===== src/rtl/piano_pkg.sv =====
// rtl/piano_pkg.sv - shared types and constants for the piano key datapath
//
// Purpose: common definitions used by note_gate and the key-input stages.
//   note_gate_state_t : note_gate FSM states (IDLE, HOLD, GAP)
//   DROP_W            : width of the dropped-press counter
//   TICK_1MS_100MHZ   : clk cycles per 1 ms at 100 MHz (also used by debounce)
package piano_pkg;

  typedef enum logic [1:0] {
    IDLE = 2'd0,
    HOLD = 2'd1,
    GAP  = 2'd2
  } note_gate_state_t;

  localparam int DROP_W          = 8;
  localparam int TICK_1MS_100MHZ = 100_000;

endpackage


===== src/rtl/tick_prescaler.sv =====
// rtl/tick_prescaler.sv - timebase divider with synchronous clear
//
// Purpose: counts 0..TICK_DIV-1 and raises tick while the count sits at
// TICK_DIV-1, then wraps. clr forces the count back to 0 on the next edge.
// Ports:
//   clk   : system clock
//   reset : asynchronous active-high reset
//   clr   : synchronous clear of the divider count
//   tick  : high for one cycle out of every TICK_DIV
module tick_prescaler
  import piano_pkg::*;
#(
  parameter int TICK_DIV = TICK_1MS_100MHZ
) (
  input  logic clk,
  input  logic reset,
  input  logic clr,
  output logic tick
);

  localparam int            PW   = $clog2(TICK_DIV);
  localparam logic [PW-1:0] LAST = PW'(TICK_DIV - 1);

  logic [PW-1:0] r_cnt;

  always_ff @(posedge clk or posedge reset) begin
    if (reset) begin
      r_cnt <= '0;
    end else if (clr || tick) begin
      r_cnt <= '0;
    end else begin
      r_cnt <= r_cnt + PW'(1);
    end
  end

  assign tick = (r_cnt == LAST);

endmodule


===== src/rtl/note_gate.sv =====
// rtl/note_gate.sv - press-to-gate note generator with enforced silent gap
//
// Purpose: turns each one-cycle press pulse into a gate level lasting
// HOLD_MS ticks, then holds the gate low for GAP_MS ticks before the next
// press can be served. Presses that cannot be served are counted.
// Build option: NOTE_GATE_RETRIG_EN - when defined, a press during HOLD
// restarts the hold instead of being dropped.
// Ports:
//   clk      : system clock
//   reset    : asynchronous active-high reset
//   trig     : one-cycle press pulse
//   gate     : note enable level (registered)
//   busy     : high whenever the FSM is not IDLE (registered)
//   done     : one-cycle pulse in the first cycle after gate falls normally
//   drop_cnt : saturating count of ignored presses
module note_gate
  import piano_pkg::*;
#(
  parameter int TICK_DIV = TICK_1MS_100MHZ,
  parameter int HOLD_MS  = 200,
  parameter int GAP_MS   = 20,
  parameter int CNT_W    = 16
) (
  input  logic              clk,
  input  logic              reset,
  input  logic              trig,
  output logic              gate,
  output logic              busy,
  output logic              done,
  output logic [DROP_W-1:0] drop_cnt
);

  localparam logic [CNT_W-1:0] HOLD_LAST = CNT_W'(HOLD_MS - 1);
  // GAP_MS = 0 never enters GAP; keep the constant in range anyway.
  localparam logic [CNT_W-1:0] GAP_LAST  = CNT_W'((GAP_MS > 0) ? GAP_MS - 1 : 0);

  note_gate_state_t  r_state;
  note_gate_state_t  w_state_next;
  logic [CNT_W-1:0]  r_tcnt;
  logic              w_tick;
  logic              w_clr;
  logic              w_restart;
  logic              w_done_next;
  logic              w_drop_inc;
  logic              w_hold_to;
  logic              w_gap_to;
  logic              r_gate;
  logic              r_busy;
  logic              r_done;
  logic [DROP_W-1:0] r_drop;

  tick_prescaler #(
    .TICK_DIV(TICK_DIV)
  ) u_prescaler (
    .clk  (clk),
    .reset(reset),
    .clr  (w_clr),
    .tick (w_tick)
  );

  assign w_hold_to = w_tick && (r_tcnt == HOLD_LAST);
  assign w_gap_to  = w_tick && (r_tcnt == GAP_LAST);

  always_comb begin
    w_state_next = r_state;
    w_restart    = 1'b0;
    w_done_next  = 1'b0;
    w_drop_inc   = 1'b0;
    case (r_state)
      IDLE: begin
        if (trig) begin
          w_state_next = HOLD;
        end
      end
      HOLD: begin
`ifdef NOTE_GATE_RETRIG_EN
        // A press beats a coincident timeout: the note simply restarts.
        if (trig) begin
          w_restart = 1'b1;
        end else if (w_hold_to) begin
          w_state_next = (GAP_MS == 0) ? IDLE : GAP;
          w_done_next  = 1'b1;
        end
`else
        if (w_hold_to) begin
          w_state_next = (GAP_MS == 0) ? IDLE : GAP;
          w_done_next  = 1'b1;
        end
        if (trig) begin
          w_drop_inc = 1'b1;
        end
`endif
      end
      GAP: begin
        if (trig) begin
          w_drop_inc = 1'b1;
        end
        if (w_gap_to) begin
          w_state_next = IDLE;
        end
      end
      default: begin
        w_state_next = IDLE;
      end
    endcase
  end

  // Timebase restarts on every state entry (and restart) so each duration
  // is an exact multiple of TICK_DIV regardless of when the press arrived.
  assign w_clr = (r_state == IDLE) || (w_state_next != r_state) || w_restart;

  always_ff @(posedge clk or posedge reset) begin
    if (reset) begin
      r_state <= IDLE;
    end else begin
      r_state <= w_state_next;
    end
  end

  always_ff @(posedge clk or posedge reset) begin
    if (reset) begin
      r_tcnt <= '0;
    end else if (w_clr) begin
      r_tcnt <= '0;
    end else if (w_tick) begin
      r_tcnt <= r_tcnt + CNT_W'(1);
    end
  end

  // Outputs are decoded from the next state so they line up with r_state.
  always_ff @(posedge clk or posedge reset) begin
    if (reset) begin
      r_gate <= 1'b0;
      r_busy <= 1'b0;
      r_done <= 1'b0;
    end else begin
      r_gate <= (w_state_next == HOLD);
      r_busy <= (w_state_next != IDLE);
      r_done <= w_done_next;
    end
  end

  always_ff @(posedge clk or posedge reset) begin
    if (reset) begin
      r_drop <= '0;
    end else if (w_drop_inc && (r_drop != {DROP_W{1'b1}})) begin
      r_drop <= r_drop + DROP_W'(1);
    end
  end

  assign gate     = r_gate;
  assign busy     = r_busy;
  assign done     = r_done;
  assign drop_cnt = r_drop;

endmodule


===== config.mk =====
export PLATFORM = sky130hd
export DESIGN_NAME = note_gate
export DESIGN_NICKNAME = d
export VERILOG_FILES = /design/src/rtl/piano_pkg.sv /design/src/rtl/tick_prescaler.sv /design/src/rtl/note_gate.sv
export SDC_FILE = /design/constraint.sdc
export NUM_CORES = 1
export LEC_CHECK = 0
export ABC_AREA = 1
export CAP_MARGIN = 5
export CORE_MARGIN = 10
export CORE_UTILIZATION = 45
export DETAILED_ROUTE_END_ITERATION = 7
export PLACE_DENSITY = 0.7
export SYNTH_ARGS = -nofsm -noshare
export SYNTH_HDL_FRONTEND = slang
export SYNTH_SLANG_ARGS = --single-unit

===== constraint.sdc =====
create_clock -name clk -period 1.7 [get_ports clk]
set_input_delay 0.255 -clock clk [delete_from_list [all_inputs] [get_ports clk]]
set_output_delay 0.255 -clock clk [all_outputs]
set_load 0.1 [all_outputs]

==> run summary, run 1 <==
antenna diode instance count = 0
Worst Setup Start Kind = register
setup_tns = -6.188 ns
worst-path fanout max = 8
Max VDD drop = 0.001028 V
Clock transition at path regs = 0.08 ns
worst setup margin = -0.2041 ns
routed wire length = 5831 um
final hold vios = 0
part of the cycle the worst path needs = 112.0%
number of cell rows = 27
Post-Synthesis Cells = 298
vias in the first global route = 2,201
synthesized flop and latch total = 46
final instance area = 0.003767 mm^2
DRC = 0
Post-DRT Antenna Nets = 0
mux share of post-synthesis cell area = 0%
Pwr Density = 1167 mW/mm^2
Wirelength per Cell = 12.68 um
max_cap viols = 0
Nets = 397
Compound-Gate Fraction of Synth Area = 2.401%
die area = 0.009088 mm^2
total gr overflow = 0
Simple-Gate Fraction of Synth Area = 32.58%
clock sinks = 46
drt initial violations = 56
filler instances = 410
# port buffers = 13
share of layout cells above drive strength 1 = 45.36%
sequential-to-total area share from yosys stat = 45.08%
DP Area = 0.003438 mm^2
Crit Path Class = register to register
DR vias/cell = 4.824
unrepaired setup endpoints after global routing = yes
Reg2Reg Setup Slack = -0.20 ns
most frequent cells in the layout = buf_4 (66), nand2_1 (55), dfrtp_1 (38)
initial antenna violation count = 0
hold slack final = 0.3044 ns
die height = 95.33 um
fmax = 0.5252 GHz
most common cell after layout, fill and taps aside = buf_4
Max Slew Vio Count = 0
Max-slew headroom = 73.38%
Synth cell types = 27
post-synthesis instance area = 0.002554 mm^2
worst endpoint data arrival time = 2.10 ns
clk_lat worst skew = 0.29 ns
CTS root buffer = clkbuf_8
io pins = 14
worst slew pin tran = 0.3941 ns
Tmin final = 1.904 ns
# setup viols final = 33
Synth Area per Inst = 8.569 um^2
largest family of logic cells by synthesized area = simple AND/OR/NAND/NOR gates
vias = 2,219
width of the die = 95.33 um
first-pass GRT wire length = 9604 um
DRT Pass-1 Iters = 4
Final GP Congestion = 0.8612
XOR/XNOR Fraction of Synth Area = 9.946%
CTS tree = done
total CTS buffers = 5
Clock Skew = 0.003768 ns
clock buffer depth = 2
Detail Placement HPWL = 4062 um
core box area = 0.005507 mm^2
syn_nets = 308
status = complete, but fails checks
CP Data Required Time = 1.89 ns
total power = 4.398 mW
largest net degree at the start of global routing = 47
critical path capture point type = register
Yosys warning count = 0
Post-Synth Adder-Cell Area = 3.430%
Initial Util = 46.38%
H-tree levels = 2
Leak = 1.656 nW
violations in the final reports = negative setup slack
Layout area overhead = 47.53%
GRT Util Overall = 13.09%
Hold WC Path Type = input port to asynchronous set/reset pin
where the power goes:
| part | switching [mW] | internal [mW] | total, mW |
|---|---|---|---|
| logic | 1.40 | 0.894 | 2.29 |
| registers | 0.161 | 1.25 | 1.42 |
| clock network | 0.363 | 0.329 | 0.692 |
per-layer routing:
metal	global-route usage, %	up-vias	part of all wire [%]
met5	0	-	0
met4	4.738	0	1.3
met3	2.514	5	2.9
met2	22.39	31	52
met1	15.99	1079	44
li1	-	1104	-
cell usage after synthesis (all sizes together):
master   n  area share [%]
buf      3             1.4
nand3b   4             1.2
nor4     1            0.25
o21ai    7             1.5
o41ai    1            0.34
a21oi    2            0.54
nand4    6             1.5
nand2   63             9.8
xor2    19             6.5
dfrtp   46              45
xnor2   10             3.4
ha       7             3.4
inv     35             5.1
nand3   20             5.4
nor2    69              13
nor3     5            0.98
worst max-delay path, cell delays in order (launching register included):
cell and delay [ns]:
dfrtp_1 0.36, ha_2 0.19, nand3_2 0.09, inv_2 0.10, nand3_4 0.08, nor2_4 0.16
nand2_1 0.07, nand2_1 0.09, nand2_1 0.07, nand2_2 0.08, nand2_2 0.06, nand3_2 0.07
nand2_4 0.07, nand2_4 0.09, clkbuf_16 0.17, nor2_1 0.04
sequential cells by signal (all words and copies together), names as in the netlist:
register	cells
u_prescaler.r_cnt	17
r_tcnt	16
drop_cnt	8
r_state	2
busy	1
done	1
gate	1
logic make-up (layout without fill, tap and decap cells):
family / Yosys count / after routing
XOR/XNOR: 29 / 29
adder cells (fa/ha/maj): 7 / 7
flip-flops: 46 / 46
AND/OR/NAND/NOR: 168 / 168
AO/OA/AOI/OAI: 10 / 10
buffers and inverters: 38 / 128
final timing paths:
kind | start | cells past startpoint | endpoint
min reg2reg | drop_cnt[7]$_DFFE_PP0P_ | 1 | drop_cnt[7]$_DFFE_PP0P_
min | reset | 3 | drop_cnt[4]$_DFFE_PP0P_
max reg2reg | u_prescaler.r_cnt[1]$_DFF_PP0_ | 15 | r_tcnt[10]$_DFFE_PP0P_
max in group asynchronous | reset | 3 | drop_cnt[0]$_DFFE_PP0P_
min in group clk | drop_cnt[7]$_DFFE_PP0P_ | 1 | drop_cnt[7]$_DFFE_PP0P_
max | u_prescaler.r_cnt[1]$_DFF_PP0_ | 15 | r_tcnt[10]$_DFFE_PP0P_
final cells by class:
cell class	count	area, um^2	share of cell area, %
Clock inverter	1	5.005	0.1328
Clock buffer	7	86.33	2.292
Sequential cell	46	1171	31.09
Tap cell	72	90.09	2.391
Multi-Input combinational cell	214	1431	37.99
Timing Repair Buffer	85	852.1	22.62
Inverter	35	131.4	3.487
timing repair:
item | CTS | global route
pin swaps | 2 | 10
buffers inserted | 4 | 4
setup endpoints to repair | 35 | 40
hold buffers | 0 | 0
resized for setup | 9 | 38
gates cloned | 0 | 1
per-stage QoR:
step	setup WS, ns	std cells	util, %
after floorplan	-0.1497	298	-
after global placement	-0.2056	445	62.44
after detailed placement	-0.2720	445	62.44
after CTS	-0.1998	457	65.17
after global routing	-0.3355	460	68.42
final	-0.2041	460	68.42
No activity file was read; power rests on OpenSTA's default activity.
==> run 2: changes to the inputs <==
CAP_MARGIN = 10   (was 5)
CELL_PAD_IN_SITES_DETAIL_PLACEMENT = 0   (was default)
CELL_PAD_IN_SITES_GLOBAL_PLACEMENT = 1   (was default)
CORE_UTILIZATION = 41   (was 45)
GPL_ROUTABILITY_DRIVEN = 1   (was default)
PLACE_DENSITY = 0.8   (was 0.7)
==> run 2 against run 1 <==
  * The run still ends with negative setup slack left
  * Critical path depth down 2
  * Die area up 7.7%
  * Via count down 1.3%
  * Maximum frequency up 1.0%
  * First-iteration DRC count up 140%
  * Cell count up 3.0%
  * Sequential power about the same
  * Utilization down 1.6 points
  * Clock power down 7.1%
  * Combinational power up 4%
  * Non-clock buffer count up 11
  * Wire length up 0.41%
  * Highest routed layer unchanged
==> run summary, run 2 (synthesis gave the netlist of run 1 again) <==
total gr overflow = 0 (unchanged)
number of cell rows = 28 (+3.7%)
Pwr Density = 1114 mW/mm^2 (-4.6%)
H-tree levels = 2 (unchanged)
# setup viols final = 36 (+9.1%)
drt initial violations = 135 (+140%)
first-pass GRT wire length = 9811 um (+2.2%)
status = complete, but fails checks
max FFs per register = 17 (unchanged)
routed wire length = 5855 um (+0.41%)
clock sinks = 46 (unchanged)
clock buffer depth = 2 (unchanged)
Clock transition at path regs = 0.09 ns (about the same)
final hold vios = 0 (unchanged)
critical path's top delay family = simple AND/OR/NAND/NOR gates
most frequent cells in the layout = buf_4 (74), nand2_1 (51), dfrtp_1 (38)
part of the cycle the worst path needs = 110.9% (-1.1 points)
Detail Placement HPWL = 4207 um (+3.6%)
worst path cell trace = ha_4 > nand2_1 > nand3b_1 > nor2_2 > nand3_2 > nand2_2 > nand2_2 > nand2_2 > nand3_2 > nand2_4 > nand3_4 > buf_12 > nor2_4
critical path capture point type = register
die area = 0.009785 mm^2 (+7.7%)
Comb power frac = 53.5% (+1.4 points)
# port buffers = 13 (unchanged)
Initial Util = 42.63% (-3.7 points)
most common cell after layout, fill and taps aside = buf_4
fin util = 66.77% (-1.6 points)
clock network power share = 14.4% (-1.3 points)
initial antenna violation count = 0 (unchanged)
DRT Pass-1 Iters = 4 (unchanged)
Crit Path Class = register to register
io pins = 14 (unchanged)
CP most frequent cell = nand2_2
sequential power share = 32.1% (about the same)
Top reg by flops = u_prescaler.r_cnt
DR vias/cell = 4.622 (-4.2%)
Tmin final = 1.885 ns (-0.01946 ns)
antenna diode instance count = 0 (unchanged)
CTS tree = done
worst slew pin tran = 0.3084 ns (-0.08571 ns)
Nets = 408 (+2.8%)
die height = 98.92 um (+3.8%)
core box area = 0.005991 mm^2 (+8.8%)
largest net degree at the start of global routing = 26 (-45%)
Clock Skew = 0.007933 ns (+0.004166 ns)
worst-path fanout max = 8 (unchanged)
WP buf/inv = 1 (-1)
Max Slew Vio Count = 0 (unchanged)
Hold WC Path Type = input port to asynchronous set/reset pin
Leak = 1.736 nW (+4.8%)
CP Data Required Time = 1.93 ns (+0.04 ns)
worst setup margin = -0.1846 ns (+0.01946 ns)
width of the die = 98.92 um (+3.8%)
share of layout cells above drive strength 1 = 51.13% (+5.8 points)
vias in the first global route = 2,207 (+0.27%)
Final GP Congestion = 0.8128 (-5.6%)
Max-slew headroom = 79.41% (+6.0 points)
unrepaired setup endpoints after global routing = yes
fmax = 0.5306 GHz (+1.0%)
total CTS buffers = 5 (unchanged)
Worst path max stage delay = 0.40 ns (+0.04 ns)
setup_tns = -5.871 ns (+0.3175 ns)
CTS root buffer = clkbuf_8
max_cap viols = 0 (unchanged)
Layout area overhead = 56.64%
Wirelength per Cell = 12.35 um (-2.6%)
vias = 2,191 (-1.3%)
worst endpoint data arrival time = 2.11 ns (about the same)
clk_lat worst skew = 0.29 ns (about the same)
GRT Util Overall = 11.60% (-1.5 points)
violations in the final reports = negative setup slack
CP max stage cell = dfrtp_1
DRC = 0 (unchanged)
filler instances = 461 (+12%)
Worst Setup Start Kind = register
Max VDD drop = 0.001371 V (+33%)
Post-DRT Antenna Nets = 0 (unchanged)
Pint = 2.487 mW (+0.37%)
Net Sw Power = 1.969 mW (+2.5%)
sw frac = 44.18% (+0.52 points)
==> run 2: cell count changes in the layout (fill, tap and decap cells not counted), moves of 3 or more <==
cell / previous run / this run
buf_6: 1 / 4
xor2_2: 3 / 6
nor2_4: 14 / 24
buf_4: 66 / 74
xor2_1: 16 / 13
nor2_1: 33 / 24
nand2_2: 5 / 8
nand2_1: 55 / 51
==> run 2: per-layer routing <==
| layer | GRT usage (%) | vias to the layer above | wire, um | part of all wire, % |
|---|---|---|---|---|
| met4 | 3.528 | 0 | 61 | 1.0 |
| met5 | 0 | - | 0 | 0 |
| met3 | 2.793 | 7 | 198 | 3.4 |
| met2 | 19.04 | 29 | 2939 | 50 |
| li1 | - | 1120 | - | - |
| met1 | 14.62 | 1035 | 2654 | 45 |
==> run 2: final timing paths <==
check / endpoint / start / slack, ns / depth (start not counted)
max: u_prescaler.r_cnt[6]$_DFF_PP0_ / r_tcnt[0]$_DFFE_PP0P_ / -0.18 / 13
max in group asynchronous: r_tcnt[1]$_DFFE_PP0P_ / reset / 1.04 / 3
max reg2reg: u_prescaler.r_cnt[6]$_DFF_PP0_ / r_tcnt[0]$_DFFE_PP0P_ / -0.18 / 13
min in group clk: drop_cnt[7]$_DFFE_PP0P_ / drop_cnt[7]$_DFFE_PP0P_ / 0.53 / 1
min reg2reg: drop_cnt[7]$_DFFE_PP0P_ / drop_cnt[7]$_DFFE_PP0P_ / 0.53 / 1
min: u_prescaler.r_cnt[3]$_DFF_PP0_ / reset / 0.22 / 2
==> run 2: power by group through the flow <==
stage	sequential [mW]	combinational (mW)	clock, mW
after CTS	1.42	2.14	0.669
final	1.43	2.38	0.643
after global routing	1.45	2.50	0.719
after floorplan	2.02	0.664	0
after global placement	1.43	2.03	0
after detailed placement	1.44	2.06	0
==> run 2: per-stage QoR <==
stage / worst slack, ns / total power, mW / cell area, um^2 / instances / hold slack [ns]
after global placement: -0.1990 / 3.467 / 3502 / 456 / 0.5082
after floorplan: -0.1497 / 2.680 / 2606 / 298 / 0.4354
after CTS: -0.1945 / 4.226 / 3692 / 471 / 0.2194
final: -0.1846 / 4.455 / 4000 / 474 / 0.2157
after detailed placement: -0.2511 / 3.500 / 3502 / 456 / 0.5103
after global routing: -0.3174 / 4.673 / 4000 / 474 / 0.2340
==> run 2: final cells by class <==
type,instances,area [um^2],share of cell area [%]
clock inverters,2,10.01,0.2502
inverters,35,131.4,3.284
repair buffers,96,945.9,23.65
clock buffers,6,72.57,1.814
flip-flops and latches,46,1171,29.28
multi-input cells,214,1575,39.38
well taps,75,93.84,2.346
==> run 2: repair_timing <==
action / 4_1_cts / 5_1_grt
resized for setup: 18 / 65
endpoints found under the setup margin: 34 / 41
hold buffers: 0 / 0
cloned: 0 / 1
pin swaps: 2 / 17
setup buffers: 7 / 3
==> run 3: changes to the inputs <==
PLACE_DENSITY = default   (was 0.8)
PLACE_DENSITY_LB_ADDON = 0.12   (was default)
==> run 3 against run 2 <==
  * The flow still finishes with violations (negative setup slack)
  * Power fell by 6.1%
  * Sequential power down 3%
  * Non-clock buffer count decreased by 11
  * Critical path depth is 3 lower
  * Cell count shrank 2.5%
  * Wire length down 8.9%
  * Worst setup slack got worse by 0.038 ns
  * Register-to-register slack worse by 0.04 ns
  * Utilization shrank 5.7 points
  * Maximum frequency down 2.0%
  * Critical endpoint is now r_tcnt[15]$_DFFE_PP0P_
  * Largest power group unchanged
==> run summary, run 3 (synthesis gave the netlist of run 1 again) <==
status = complete, but fails checks
violations in the final reports = negative setup slack
antenna diode instance count = 0 (unchanged)
unrepaired setup endpoints after global routing = yes
fin util = 61.07% (-5.7 points)
critical path capture point type = register
fmax = 0.5203 GHz (-2.0%)
Max VDD drop = 0.001336 V (-2.6%)
# setup viols final = 33 (-8.3%)
die height = 98.92 um (unchanged)
CP Data Required Time = 1.88 ns (-0.05 ns)
Final Non-Filler Cells = 462 (-2.5%)
CP most frequent cell = buf_4
Clock Skew = 0.006398 ns (-0.001535 ns)
CP max stage cell = dfrtp_1
Crit Path Class = register to register
final hold vios = 0 (unchanged)
io pins = 14 (unchanged)
first-pass GRT wire length = 9508 um (-3.1%)
vias = 2,105 (-3.9%)
Initial Util = 42.63% (unchanged)
sw frac = 42.99% (-1.2 points)
sequential power share = 33.0% (+0.9 points)
Worst Setup Start Kind = register
Comb power frac = 51.9% (-1.6 points)
worst path cell trace = ha_2 > nand3_2 > buf_4 > nor4_1 > nand2_1 > buf_4 > inv_1 > nand3b_1 > xor2_1 > nor2_2
core box area = 0.005991 mm^2 (unchanged)
Placed Cells incl. Taps = 447 (-2.0%)
Max Slew Vio Count = 0 (unchanged)
Detail Placement HPWL = 3926 um (-6.7%)
share of layout cells above drive strength 1 = 40.57% (-11 points)
initial antenna violation count = 0 (unchanged)
worst-path fanout max = 7 (-1)
CTS tree = done
hold slack final = 0.3159 ns (+0.1002 ns)
clock sinks = 46 (unchanged)
Leak = 1.639 nW (-5.6%)
total power = 4.182 mW (-6.1%)
die area = 0.009785 mm^2 (unchanged)
number of cell rows = 28 (unchanged)
Place WS = -0.2262 ns (+0.02490 ns)
Nets = 397 (-2.7%)
max FFs per register = 17 (unchanged)
CTS root buffer = clkbuf_8
Worst path max stage delay = 0.36 ns (-0.04 ns)
DRT Pass-1 Iters = 4 (unchanged)
clk_lat worst skew = 0.29 ns (about the same)
DR vias/cell = 4.556 (-1.4%)
# port buffers = 13 (unchanged)
width of the die = 98.92 um (unchanged)
worst setup margin = -0.2221 ns (-0.03754 ns)
largest net degree at the start of global routing = 47 (+81%)
Tmin final = 1.922 ns (+0.03754 ns)
DRC = 0 (unchanged)
most frequent cells in the layout = buf_4 (67), nand2_1 (54), nor2_1 (44)
Top reg by flops = u_prescaler.r_cnt
most common cell after layout, fill and taps aside = buf_4
part of the cycle the worst path needs = 113.1% (+2.2 points)
routed wire length = 5333 um (-8.9%)
Pint = 2.384 mW (-4.1%)
Net Sw Power = 1.798 mW (-8.7%)
Final GP Congestion = 0.7761 (-4.5%)
Wirelength per Cell = 11.54 um (-6.5%)
drt initial violations = 76 (-44%)
GRT Util Overall = 11.62% (+0.027 points)
total gr overflow = 0 (unchanged)
clock buffer depth = 2 (unchanged)
Pwr Density = 1143 mW/mm^2 (+2.6%)
max_cap viols = 0 (unchanged)
Hold WC Path Type = input port to asynchronous set/reset pin
Layout area overhead = 43.26%
total CTS buffers = 5 (unchanged)
clock network power share = 15.1% (+0.7 points)
H-tree levels = 2 (unchanged)
Max-slew headroom = 73.61% (-5.8 points)
Post-DRT Antenna Nets = 0 (unchanged)
Clock transition at path regs = 0.08 ns (about the same)
Hold-fix buffers, CTS = 0 (unchanged)
vias in the first global route = 2,125 (-3.7%)
worst slew pin tran = 0.3917 ns (+0.08324 ns)
worst endpoint data arrival time = 2.10 ns (about the same)
-- run 3: cell types whose count changed in the layout (fill, tap and decap cells not counted), moves of 3 or more --
| cell | before | now |
|---|---|---|
| nand2_1 | 51 | 54 |
| buf_6 | 4 | 1 |
| nor2_4 | 24 | 13 |
| xor2_1 | 13 | 17 |
| xor2_2 | 6 | 2 |
| nand2_4 | 4 | 1 |
| nor2_2 | 21 | 12 |
| nor2_1 | 24 | 44 |
| buf_4 | 74 | 67 |
-- run 3: metrics by stage --
step / setup TNS (ns) / cell area, um^2
after floorplan: -2.586 / 2606
after global placement: -4.500 / 3435
after detailed placement: -5.068 / 3435
after CTS: -5.238 / 3565
after global routing: -10.34 / 3659
final: -5.166 / 3659
-- run 3: final cells by class --
type	instances	area (um^2)
clock buffer	7	76.32
fill	510	2332
inverter	35	131.4
multi-input combinational	214	1351
sequential	46	1171
tap	75	93.84
timing repair buffer	85	834.6
-- run 3: metal layers --
metal / global-route usage (%) / vias up / part of all wire (%)
met2: 18.54 / 17 / 46
met4: 2.977 / 0 / 0.83
met3: 3.561 / 5 / 3.9
li1: - / 1103 / -
met1: 14.88 / 980 / 49
met5: 0 / - / 0
-- run 3: power groups by stage --
stage          Combinational [mW]  Sequential, mW  Clock, mW
5_1_grt                      2.31            1.40      0.691
2_1_floorplan               0.664            2.02          0
4_1_cts                      2.11            1.40      0.661
6_report                     2.17            1.38      0.630
3_3_place_gp                 2.05            1.41          0
3_5_place_dp                 2.07            1.42          0
-- run 3: timing repair --
item,CTS,global route
resized for setup,13,12
pin swaps,9,12
endpoints found under the setup margin,34,40
setup buffers,3,6
-- run 3: worst max-delay path, delay by kind of cell, from the launching register on --
family / cells / cell delay, ns
adders and majority gates: 1 / 0.19
buffers and inverters: 3 / 0.44
DFF: 1 / 0.36
xor gates and xnor gates: 1 / 0.17
and+or+nand+nor: 5 / 0.66
-- run 3: worst paths after layout --
| check | from | cells after the start | to | slack, ns |
|---|---|---|---|---|
| setup / recovery | u_prescaler.r_cnt[1]$_DFF_PP0_ | 10 | r_tcnt[15]$_DFFE_PP0P_ | -0.22 |
| hold / removal | reset | 3 | done$_DFF_PP0_ | 0.32 |
| setup reg to reg | u_prescaler.r_cnt[1]$_DFF_PP0_ | 10 | r_tcnt[15]$_DFFE_PP0P_ | -0.22 |
| hold reg to reg | drop_cnt[5]$_DFFE_PP0P_ | 1 | drop_cnt[5]$_DFFE_PP0P_ | 0.53 |
| max in group asynchronous | reset | 3 | drop_cnt[1]$_DFFE_PP0P_ | 1.15 |
| min in group clk | drop_cnt[5]$_DFFE_PP0P_ | 1 | drop_cnt[5]$_DFFE_PP0P_ | 0.53 |
